$ cat src/rtl/load_store_unit_if.sv
// Request/response and data-memory signals of the load/store unit.
// The master side is the pipeline plus Data_Memory; the slave side is the load/store unit.
interface load_store_unit_if;
  logic        req_valid;
  logic        req_ready;
  logic        MemRead_in;
  logic        MemWrite_in;
  logic [2:0]  funct3;
  logic [63:0] Addr;
  logic [63:0] StoreData;
  logic        resp_valid;
  logic [63:0] Load_Result;
  logic        fault;
  logic [63:0] Mem_Addr;
  logic [63:0] WriteData;
  logic        MemWrite;
  logic        MemRead;
  logic [63:0] Read_Data;

  modport master (
    output req_valid, MemRead_in, MemWrite_in, funct3, Addr, StoreData, Read_Data,
    input  req_ready, resp_valid, Load_Result, fault, Mem_Addr, WriteData, MemWrite, MemRead
  );

  modport slave (
    input  req_valid, MemRead_in, MemWrite_in, funct3, Addr, StoreData, Read_Data,
    output req_ready, resp_valid, Load_Result, fault, Mem_Addr, WriteData, MemWrite, MemRead
  );
endinterface

$ cat src/rtl/load_store_unit.sv
// RISC-V load/store unit: maps byte-addressed loads/stores onto doubleword memory accesses,
// using read-modify-write for sub-doubleword stores and faulting bad requests before any access.
module load_store_unit #(
  parameter int MEM_BYTES = 64
) (
  input  logic               clk,
  input  logic               reset,
  load_store_unit_if.slave   bus
);

  typedef enum logic [1:0] {IDLE, RD, WR, RESP} state_t;

  state_t      state_q, state_d;
  logic [63:0] base_q;
  logic [2:0]  lane_q;
  logic [2:0]  funct3_q;
  logic        is_load_q;
  logic [63:0] store_q;
  logic [63:0] merged_q;
  logic [63:0] load_q;
  logic        fault_q;

  logic        accept;
  logic        req_fault;
  logic        misalign;

  function automatic logic [63:0] extend_load(input logic [63:0] d, input logic [2:0] lane,
                                              input logic [2:0] f3);
    logic [63:0] s;
    s = d >> {lane, 3'b000};
    case (f3)
      3'b000:  return {{56{s[7]}}, s[7:0]};
      3'b001:  return {{48{s[15]}}, s[15:0]};
      3'b010:  return {{32{s[31]}}, s[31:0]};
      3'b100:  return {56'd0, s[7:0]};
      3'b101:  return {48'd0, s[15:0]};
      3'b110:  return {32'd0, s[31:0]};
      default: return s;
    endcase
  endfunction

  // Replace bytes lane..lane+size-1 of the old doubleword with the low store bytes.
  function automatic logic [63:0] merge_store(input logic [63:0] d, input logic [63:0] st,
                                              input logic [2:0] lane, input logic [1:0] sz);
    logic [63:0] m;
    case (sz)
      2'b00:   m = 64'h0000_0000_0000_00FF;
      2'b01:   m = 64'h0000_0000_0000_FFFF;
      2'b10:   m = 64'h0000_0000_FFFF_FFFF;
      default: m = 64'hFFFF_FFFF_FFFF_FFFF;
    endcase
    return (d & ~(m << {lane, 3'b000})) | ((st & m) << {lane, 3'b000});
  endfunction

  assign accept = bus.req_valid && (state_q == IDLE);

  always_comb begin
    misalign = 1'b0;
    case (bus.funct3[1:0])
      2'b01:   misalign = bus.Addr[0];
      2'b10:   misalign = (bus.Addr[1:0] != 2'b00);
      2'b11:   misalign = (bus.Addr[2:0] != 3'b000);
      default: misalign = 1'b0;
    endcase
    req_fault = (bus.MemRead_in == bus.MemWrite_in)
             || (bus.funct3 == 3'b111)
             || (bus.MemWrite_in && bus.funct3[2])
             || misalign
             || ({bus.Addr[63:3], 3'b111} >= 64'(MEM_BYTES));
  end

  always_ff @(posedge clk or posedge reset) begin
    if (reset) begin
      state_q   <= IDLE;
      base_q    <= '0;
      lane_q    <= '0;
      funct3_q  <= '0;
      is_load_q <= 1'b0;
      store_q   <= '0;
      merged_q  <= '0;
      load_q    <= '0;
      fault_q   <= 1'b0;
    end else begin
      state_q <= state_d;
      if (accept) begin
        base_q    <= {bus.Addr[63:3], 3'b000};
        lane_q    <= bus.Addr[2:0];
        funct3_q  <= bus.funct3;
        is_load_q <= bus.MemRead_in;
        store_q   <= bus.StoreData;
        merged_q  <= bus.StoreData;
        fault_q   <= req_fault;
        if (req_fault) load_q <= '0;
      end else if (state_q == RD) begin
        if (is_load_q) load_q <= extend_load(bus.Read_Data, lane_q, funct3_q);
        else           merged_q <= merge_store(bus.Read_Data, store_q, lane_q, funct3_q[1:0]);
      end
    end
  end

  always_comb begin
    state_d         = state_q;
    bus.req_ready   = 1'b0;
    bus.resp_valid  = 1'b0;
    bus.fault       = 1'b0;
    bus.MemRead     = 1'b0;
    bus.MemWrite    = 1'b0;
    bus.Mem_Addr    = '0;
    bus.WriteData   = '0;
    bus.Load_Result = load_q;
    case (state_q)
      IDLE: begin
        bus.req_ready = 1'b1;
        if (accept) begin
          if (req_fault)                                      state_d = RESP;
          else if (bus.MemRead_in || bus.funct3[1:0] != 2'b11) state_d = RD;
          else                                                state_d = WR;
        end
      end
      RD: begin
        bus.MemRead  = 1'b1;
        bus.Mem_Addr = base_q;
        state_d      = is_load_q ? RESP : WR;
      end
      WR: begin
        bus.MemWrite  = 1'b1;
        bus.Mem_Addr  = base_q;
        bus.WriteData = merged_q;
        state_d       = RESP;
      end
      RESP: begin
        bus.resp_valid = 1'b1;
        bus.fault      = fault_q;
        state_d        = IDLE;
      end
      default: state_d = IDLE;
    endcase
  end

endmodule

$ cat src/flat_wrapper.sv
// flat-port wrapper written by rule: the top's interface ports become plain ports
module load_store_unit_flat 
#(
  parameter int MEM_BYTES = 64
)
  (clk, reset, bus_req_valid, bus_MemRead_in, bus_MemWrite_in, bus_funct3, bus_Addr, bus_StoreData, bus_Read_Data, bus_req_ready, bus_resp_valid, bus_Load_Result, bus_fault, bus_Mem_Addr, bus_WriteData, bus_MemWrite, bus_MemRead);
  load_store_unit_if bus_i ();
  input  logic clk;
  input  logic reset;
  input wire logic [$bits(bus_i.req_valid)-1:0] bus_req_valid;
  input wire logic [$bits(bus_i.MemRead_in)-1:0] bus_MemRead_in;
  input wire logic [$bits(bus_i.MemWrite_in)-1:0] bus_MemWrite_in;
  input wire logic [$bits(bus_i.funct3)-1:0] bus_funct3;
  input wire logic [$bits(bus_i.Addr)-1:0] bus_Addr;
  input wire logic [$bits(bus_i.StoreData)-1:0] bus_StoreData;
  input wire logic [$bits(bus_i.Read_Data)-1:0] bus_Read_Data;
  output wire logic [$bits(bus_i.req_ready)-1:0] bus_req_ready;
  output wire logic [$bits(bus_i.resp_valid)-1:0] bus_resp_valid;
  output wire logic [$bits(bus_i.Load_Result)-1:0] bus_Load_Result;
  output wire logic [$bits(bus_i.fault)-1:0] bus_fault;
  output wire logic [$bits(bus_i.Mem_Addr)-1:0] bus_Mem_Addr;
  output wire logic [$bits(bus_i.WriteData)-1:0] bus_WriteData;
  output wire logic [$bits(bus_i.MemWrite)-1:0] bus_MemWrite;
  output wire logic [$bits(bus_i.MemRead)-1:0] bus_MemRead;
  assign bus_i.req_valid = bus_req_valid;
  assign bus_i.MemRead_in = bus_MemRead_in;
  assign bus_i.MemWrite_in = bus_MemWrite_in;
  assign bus_i.funct3 = bus_funct3;
  assign bus_i.Addr = bus_Addr;
  assign bus_i.StoreData = bus_StoreData;
  assign bus_i.Read_Data = bus_Read_Data;
  assign bus_req_ready = bus_i.req_ready;
  assign bus_resp_valid = bus_i.resp_valid;
  assign bus_Load_Result = bus_i.Load_Result;
  assign bus_fault = bus_i.fault;
  assign bus_Mem_Addr = bus_i.Mem_Addr;
  assign bus_WriteData = bus_i.WriteData;
  assign bus_MemWrite = bus_i.MemWrite;
  assign bus_MemRead = bus_i.MemRead;
  load_store_unit #(.MEM_BYTES(MEM_BYTES)) u_core (.clk(clk), .reset(reset), .bus(bus_i));
endmodule
$ cat config.mk
export PLATFORM = sky130hd
export DESIGN_NAME = load_store_unit_flat
export DESIGN_NICKNAME = d
export VERILOG_FILES = /design/src/rtl/load_store_unit_if.sv /design/src/rtl/load_store_unit.sv /design/src/flat_wrapper.sv
export SDC_FILE = /design/constraint.sdc
export NUM_CORES = 1
export LEC_CHECK = 0
export ABC_AREA = 1
export BUFFER_PORTS_ARGS = -buffer_cell sky130_fd_sc_hd__buf_2
export CORE_MARGIN = 2
export CORE_UTILIZATION = 41
export DETAILED_ROUTE_END_ITERATION = 6
export SLEW_MARGIN = 30
export SYNTH_ARGS = -nofsm -noshare
export SYNTH_HDL_FRONTEND = slang
export SYNTH_SLANG_ARGS = --single-unit
$ cat constraint.sdc
create_clock -name clk -period 25.7 [get_ports clk]
set_clock_uncertainty 0.15 [all_clocks]
set_input_delay 5.14 -clock clk [delete_from_list [all_inputs] [get_ports clk]]
set_output_delay 5.14 -clock clk [all_outputs]
set_load 0.01 [all_outputs]
[Word-level counts from Yosys, hierarchy flattened]
Cells that the tools add are included.
Word-level totals
  register bits after elaboration: 263
  input port bits: 200
  output and inout bits: 197
  logic and storage cells: 78
Cells by class
  magnitude comparators: 1
  equality and inequality tests: 19
  shift-type cells: 3
  muxes and demuxes: 25
  bitwise operators: 4
  reductions and logical operators: 17
Operators with widths (number)
  $mux W64: 12
  $pmux W64 S6: 1
  $pmux W64 S3: 1
  $and A64 B64 Y64: 2
  $shl A64 B6 Y64: 2
  $ge A64 B7 Y1 const B: 1
  $not A64 Y64: 1
  $or A64 B64 Y64: 1
  $shr A64 B6 Y64: 1
  $eq A3 B3 Y1 const B: 4
  $eq A2 B2 Y1 const B: 5
  $pmux W2 S4: 1
  $eq A2 B1 Y1 const B: 3
  $mux W1: 6
  $mux W2: 3
  $ne A2 B2 Y1 const B: 3
  $reduce_bool A2 Y1: 3
  $logic_or A1 B1 Y1: 5
  $logic_not A2 Y1: 2
  $eq A3 B1 Y1 const B: 1
  $eq A3 B2 Y1 const B: 1
  $logic_not A3 Y1: 1
  $pmux W1 S3: 1
  $reduce_and A3 Y1: 1
  6 further kinds: 7

[Logic depth before layout (Yosys ltp)]
  depth in word-level cells: 12
  depth in mapped cells: 14

[Least setup slack after synthesis]
OpenSTA, ideal clock, no wires.
  kind: reg-to-output
  start: reg u_core.state_q[0]
  end: out bus_WriteData[13]
  data arrival time: 1.409 ns
  slack: 19.001 ns
  cell stages (with the launch flop): 7
  buffers on the path: 2
  cell sequence: dfrtp_1 -> inv_1 -> ha_1 -> clkbuf_1 -> clkbuf_1 -> nand2_1 -> inv_1
On the way
  cells in the longest elaborated chain, start to end: 2
RTL lines
  start, declared: line load_store_unit.sv:13  | state_t state_q, state_d;
  start signal, assigned: line load_store_unit.sv:84  | state_q <= state_d;
  $eq A2 B2 Y1: line load_store_unit.sv:111  | case (state_q)
  $mux W64: line load_store_unit.sv:111
  end, declared: line flat_wrapper.sv:22  | output wire logic [$bits(bus_i.WriteData)-1:0] bus_WriteData;
Every way passes these cells.

[Final worst setup path]
  start: in bus_req_valid
  end: reg u_core.merged_q[31]
On the way
  cells in the longest elaborated chain, start to end: 3
  elaborated cells on any way between the ends: 5
  those cells by class: eq/ne (1); mux (1); reduce/logical (3)
RTL lines
  start, declared: line flat_wrapper.sv:10  | input wire logic [$bits(bus_i.req_valid)-1:0] bus_req_valid;
  $logic_and A1 B1 Y1 (*): line load_store_unit.sv:55  | assign accept = bus.req_valid && (state_q == IDLE);
  $ne A2 B2 Y1 (no line) / $reduce_bool A2 Y1 (equally long branches)
  $reduce_and A2 Y1 (no line)
  end signal, assigned: line load_store_unit.sv:91  | merged_q <= bus.StoreData;
  end signal, assigned: line load_store_unit.sv:96  | else merged_q <= merge_store(bus.Read_Data, store_q, lane_q, funct3_q[1:0]);
  end, declared: line load_store_unit.sv:19  | logic [63:0] merged_q;
Every way passes the cells marked *; elsewhere a longest branch is shown, timed or not.
A chain may end at the register's enable or synchronous reset.

==> summary.md <==
| Metric | Value |
|---|---|
| Gr usage total | 31.7% |
| First-pass GRT wire length | 101000 um |
| Synth top area cells | dfrtp_1, nand2_1, nand3_1 |
| Die ar. | between 0.04 and 0.05 mm^2 |
| Clk network pwr share | between 10% and 20% |
| Max stage delay on crit path | approximately 0.75 ns |
| Final Instance Area | 0.0195 mm^2 |
| Pwr Total | around 0.0028 W |
| Levels on crit path | 11 |
| Worst-case reg-to-reg path depth | 12 |
| Die Width | roughly 200 um |
| Synth cell types | 45 |
| 1st-pass router iterations | 6 |
| Clk_lat worst skew | roughly 0.59 ns |
| Area leader, netlist | dfrtp_1 |
| CP endpoint kind | register |
| CTS Root Cell | clkbuf_16 |
| CTS Buf Count | 31 |
| CP delay by family, top | buffers and inverters |
| Syn Inst Count | approximately 2400 |
| Net Switching | approximately 0.0014 W |
| Vias | roughly 18000 |
| RSZ-0062 raised after global routing | false |
| Worst path most repeated cell | buf_4 |
| Fin nets | 2917 |
| Setup TNS | 0 ns |
| Setup Fix Bufs, Post-CTS | 0 |
| Reg2Reg Launch Point | u_core.state_q[0]$_DFFE_PP0P_ |
| CTS sink cnt | 263 |
| Post-Syn Area | approximately 0.016 mm^2 |
| Final wirelength | between 60000 and 70000 um |
| # rows | 73 |
| Final HPWL DP | between 40000 and 50000 um |
| Setup crit start | bus_req_valid |
| Largest net degree at the start of global routing | 155 |
| Post-synth EDFFs | 0 |
| Fin crit share | approximately 33% |
| Fin util | around 49% |
| Critical-path cell list | buf_2 > nand2_8 > inv_4 > buf_4 > nor2_4 > inv_2 > buf_4 > nand2_1 > a31oi_1 > o21a_1 > nor2_1 |
| Worst hold path type | register to register |
| Max Cap Viol | 0 |
| #FFs+latches synth | about 260 |
| Required @ worst endpoint | around 26 ns |
| Initial antenna violation count | 5 |
| I/O pins | roughly 400 |
| Mapped Avg Cell Area | 6.72 um^2 |
| WL/cell | approximately 21 um |
| Residual DRC | 0 |
| P&R area growth vs syn | 19.0% |
| Final setup viols | 0 |
| Asr flop ratio synth | 100% |
| Core ar. | approximately 0.040 mm^2 |
| Worst vdd ir | 88.8 uV |
| Antenna Violating Nets Remaining | 0 |
| Status | finished, final reports clean |
| Net Sw Frac | about half |
| Worst setup margin | about 17 ns |
| Gpl congestion | slightly above 0.9 |
| Via/cell ratio | between 5 and 6 |
| Synth warn | 0 |
| Sequential share of the synthesized area | just over 40% |
| Critical R2R Capture | u_core.merged_q[31]$_DFFE_PP0P_ |
| Grt ovf | 0 |
| Pre-CTS setup slack | about 17 ns |
| Starting Density | roughly two fifths |
| Layout cell share with drive strength beyond 1 | 19.9% |
| Placed instance area | between 0.015 and 0.02 mm^2 |
| Slew headroom | 32.7% |
| Crit-path slowest cell | inv_4 |
| Ys flop type | dfrtp_1 |
| Count of final hold-check violations | 0 |
| WP buf/inv | 5 |
| Drt initial violations | roughly 2000 |
| Vert. Die Dim | 204 um |
| Min Tclk post-route | about 8.5 ns |
| Number of global-route vias before repair | about 17000 |
| Worst Tran Pin Value | 1.01 ns |
| Combinational power share | between 50% and 60% |
| P_int | ~0.0014 W |
| H-tree Lvls | 1 |
| Clock buffer depth | 3 |
| R2r setup slk | around 21 ns |
| CP max FO | roughly 130 |
| Power Density | about 140 mW/mm^2 |
| Startpoint Class | input port |
| Clock Pin Slew Worst Setup and Hold Paths | ~0.06 ns |
| Final slew viol count | 0 |
| PortBufs | slightly below 400 |
| Top-count cell post-synth | nand2_1 |
| Synth cell count leaders | nand2_1, dfrtp_1, inv_1 |
| Post-CTS Hold Buffers | 0 |
| Max Clk Rate | between 100 and 150 MHz |
| CTS tree | done |
| Sequential Power Share | 27.1% |
| Kind of critical path | input port to register |
| Worst EP arrival | between 8 and 9 ns |
| CP endpoint | u_core.merged_q[31]$_DFFE_PP0P_ |
| Post-synth top area share | 40.3% |
| # resized after CTS | 0 |
| Static Leak | about 11 nW |
## tightest hold or removal path: stages, from the launching register on
cell and delay [ns]:
dfrtp_1 0.34, nand2_1 0.05, nand2_1 0.05
## layout by cell type (no fill, tap or decap), types with 2 or more instances in the layout
master and n:
a22oi_1 15, dfrtp_2 2, buf_2 393, nand2_8 2, o21ai_1 27, o22ai_1 2
o211ai_1 32, clkinv_2 4, a31oi_1 17, nand2_2 6, clkbuf_8 9, ha_2 2
clkbuf_16 31, inv_2 7, or2_2 9, a41oi_1 6, o2111ai_1 2, or2_1 3
a21oi_1 59, nor2_2 5, nor2_1 122, nand3_2 34, nand2_4 2, nand3_1 208
o21bai_1 5, buf_4 17, nor2_4 2, nand4_1 12, o21ai_0 198, inv_8 2
conb_1 3, nand2_1 968, bufinv_16 7, a311oi_1 5, nor3_1 2, dfrtp_1 260
clkbuf_1 4, ha_1 2, inv_1 235, inv_4 3
## worst min path at each step
stage	start	to	cells past startpoint
global route	u_core.base_q[35]$_DFFE_PP0P_	u_core.base_q[35]$_DFFE_PP0P_	2
finish	u_core.base_q[19]$_DFFE_PP0P_	u_core.base_q[19]$_DFFE_PP0P_	2
detailed placement	u_core.base_q[6]$_DFFE_PP0P_	u_core.base_q[6]$_DFFE_PP0P_	2
floorplan	u_core.store_q[60]$_DFFE_PP0P_	u_core.store_q[60]$_DFFE_PP0P_	2
global placement	u_core.base_q[16]$_DFFE_PP0P_	u_core.base_q[16]$_DFFE_PP0P_	2
CTS	u_core.base_q[54]$_DFFE_PP0P_	u_core.base_q[54]$_DFFE_PP0P_	2
## metal layers
metal	routed length, um	share of wire [%]	track usage, %	up-vias
met5	55	0.082	0	-
met3	6690	9.9	6.81	160
met1	27900	41	42.8	8289
met4	2760	4.1	12.7	8
met2	30100	45	49.4	944
li1	-	-	-	8249
## power groups by stage
stage | Clock (W) | Combinational [W] | Sequential, W
CTS | 0.000513 | 0.00150 | 0.000751
global route | 0.000531 | 0.00167 | 0.000774
detailed placement | 0 | 0.00150 | 0.000754
global placement | 0 | 0.00148 | 0.000752
finish | 0.000507 | 0.00152 | 0.000756
floorplan | 0 | 0.00106 | 0.000707
## state kept, by name (all words and copies together) (netlist names)
register / count
u_core.base_q: 61
u_core.store_q: 64
u_core.merged_q: 64
u_core.fault_q: 1
u_core.lane_q: 3
u_core.bus.Load_Result: 64
u_core.is_load_q: 1
u_core.state_q: 2
u_core.funct3_q: 3
## kinds of logic after synthesis
family,after synthesis,share of synthesized area [%]
flops,263,40.3
simple gates,1378,35.4
mux,1,0.0612
buf+inv,414,11.2
fa+ha+maj,4,0.306
compound gates,372,12.8
other cells,1,0.0229
## stage by stage
stage                     std cells  hold slack, ns
after floorplan                2435           0.295
after global placement         3205           0.313
after detailed placement       3205           0.316
after CTS                      3263           0.333
after global routing           3263           0.351
final                          3264           0.330
## area by class of cell
| type | instances | area [um^2] |
|---|---|---|
| Multi-Input combinational cell | 1758 | 7970 |
| Timing Repair Buffer | 412 | 2130 |
| Fill cell | 4118 | 20100 |
| Sequential cell | 263 | 6590 |
| Inverter | 247 | 950 |
| Clock buffer | 44 | 915 |
| Antenna cell | 1 | 2.50 |
| Clock inverter | 14 | 255 |
| Tap cell | 525 | 657 |
No activity file was read; power rests on OpenSTA's default activity.
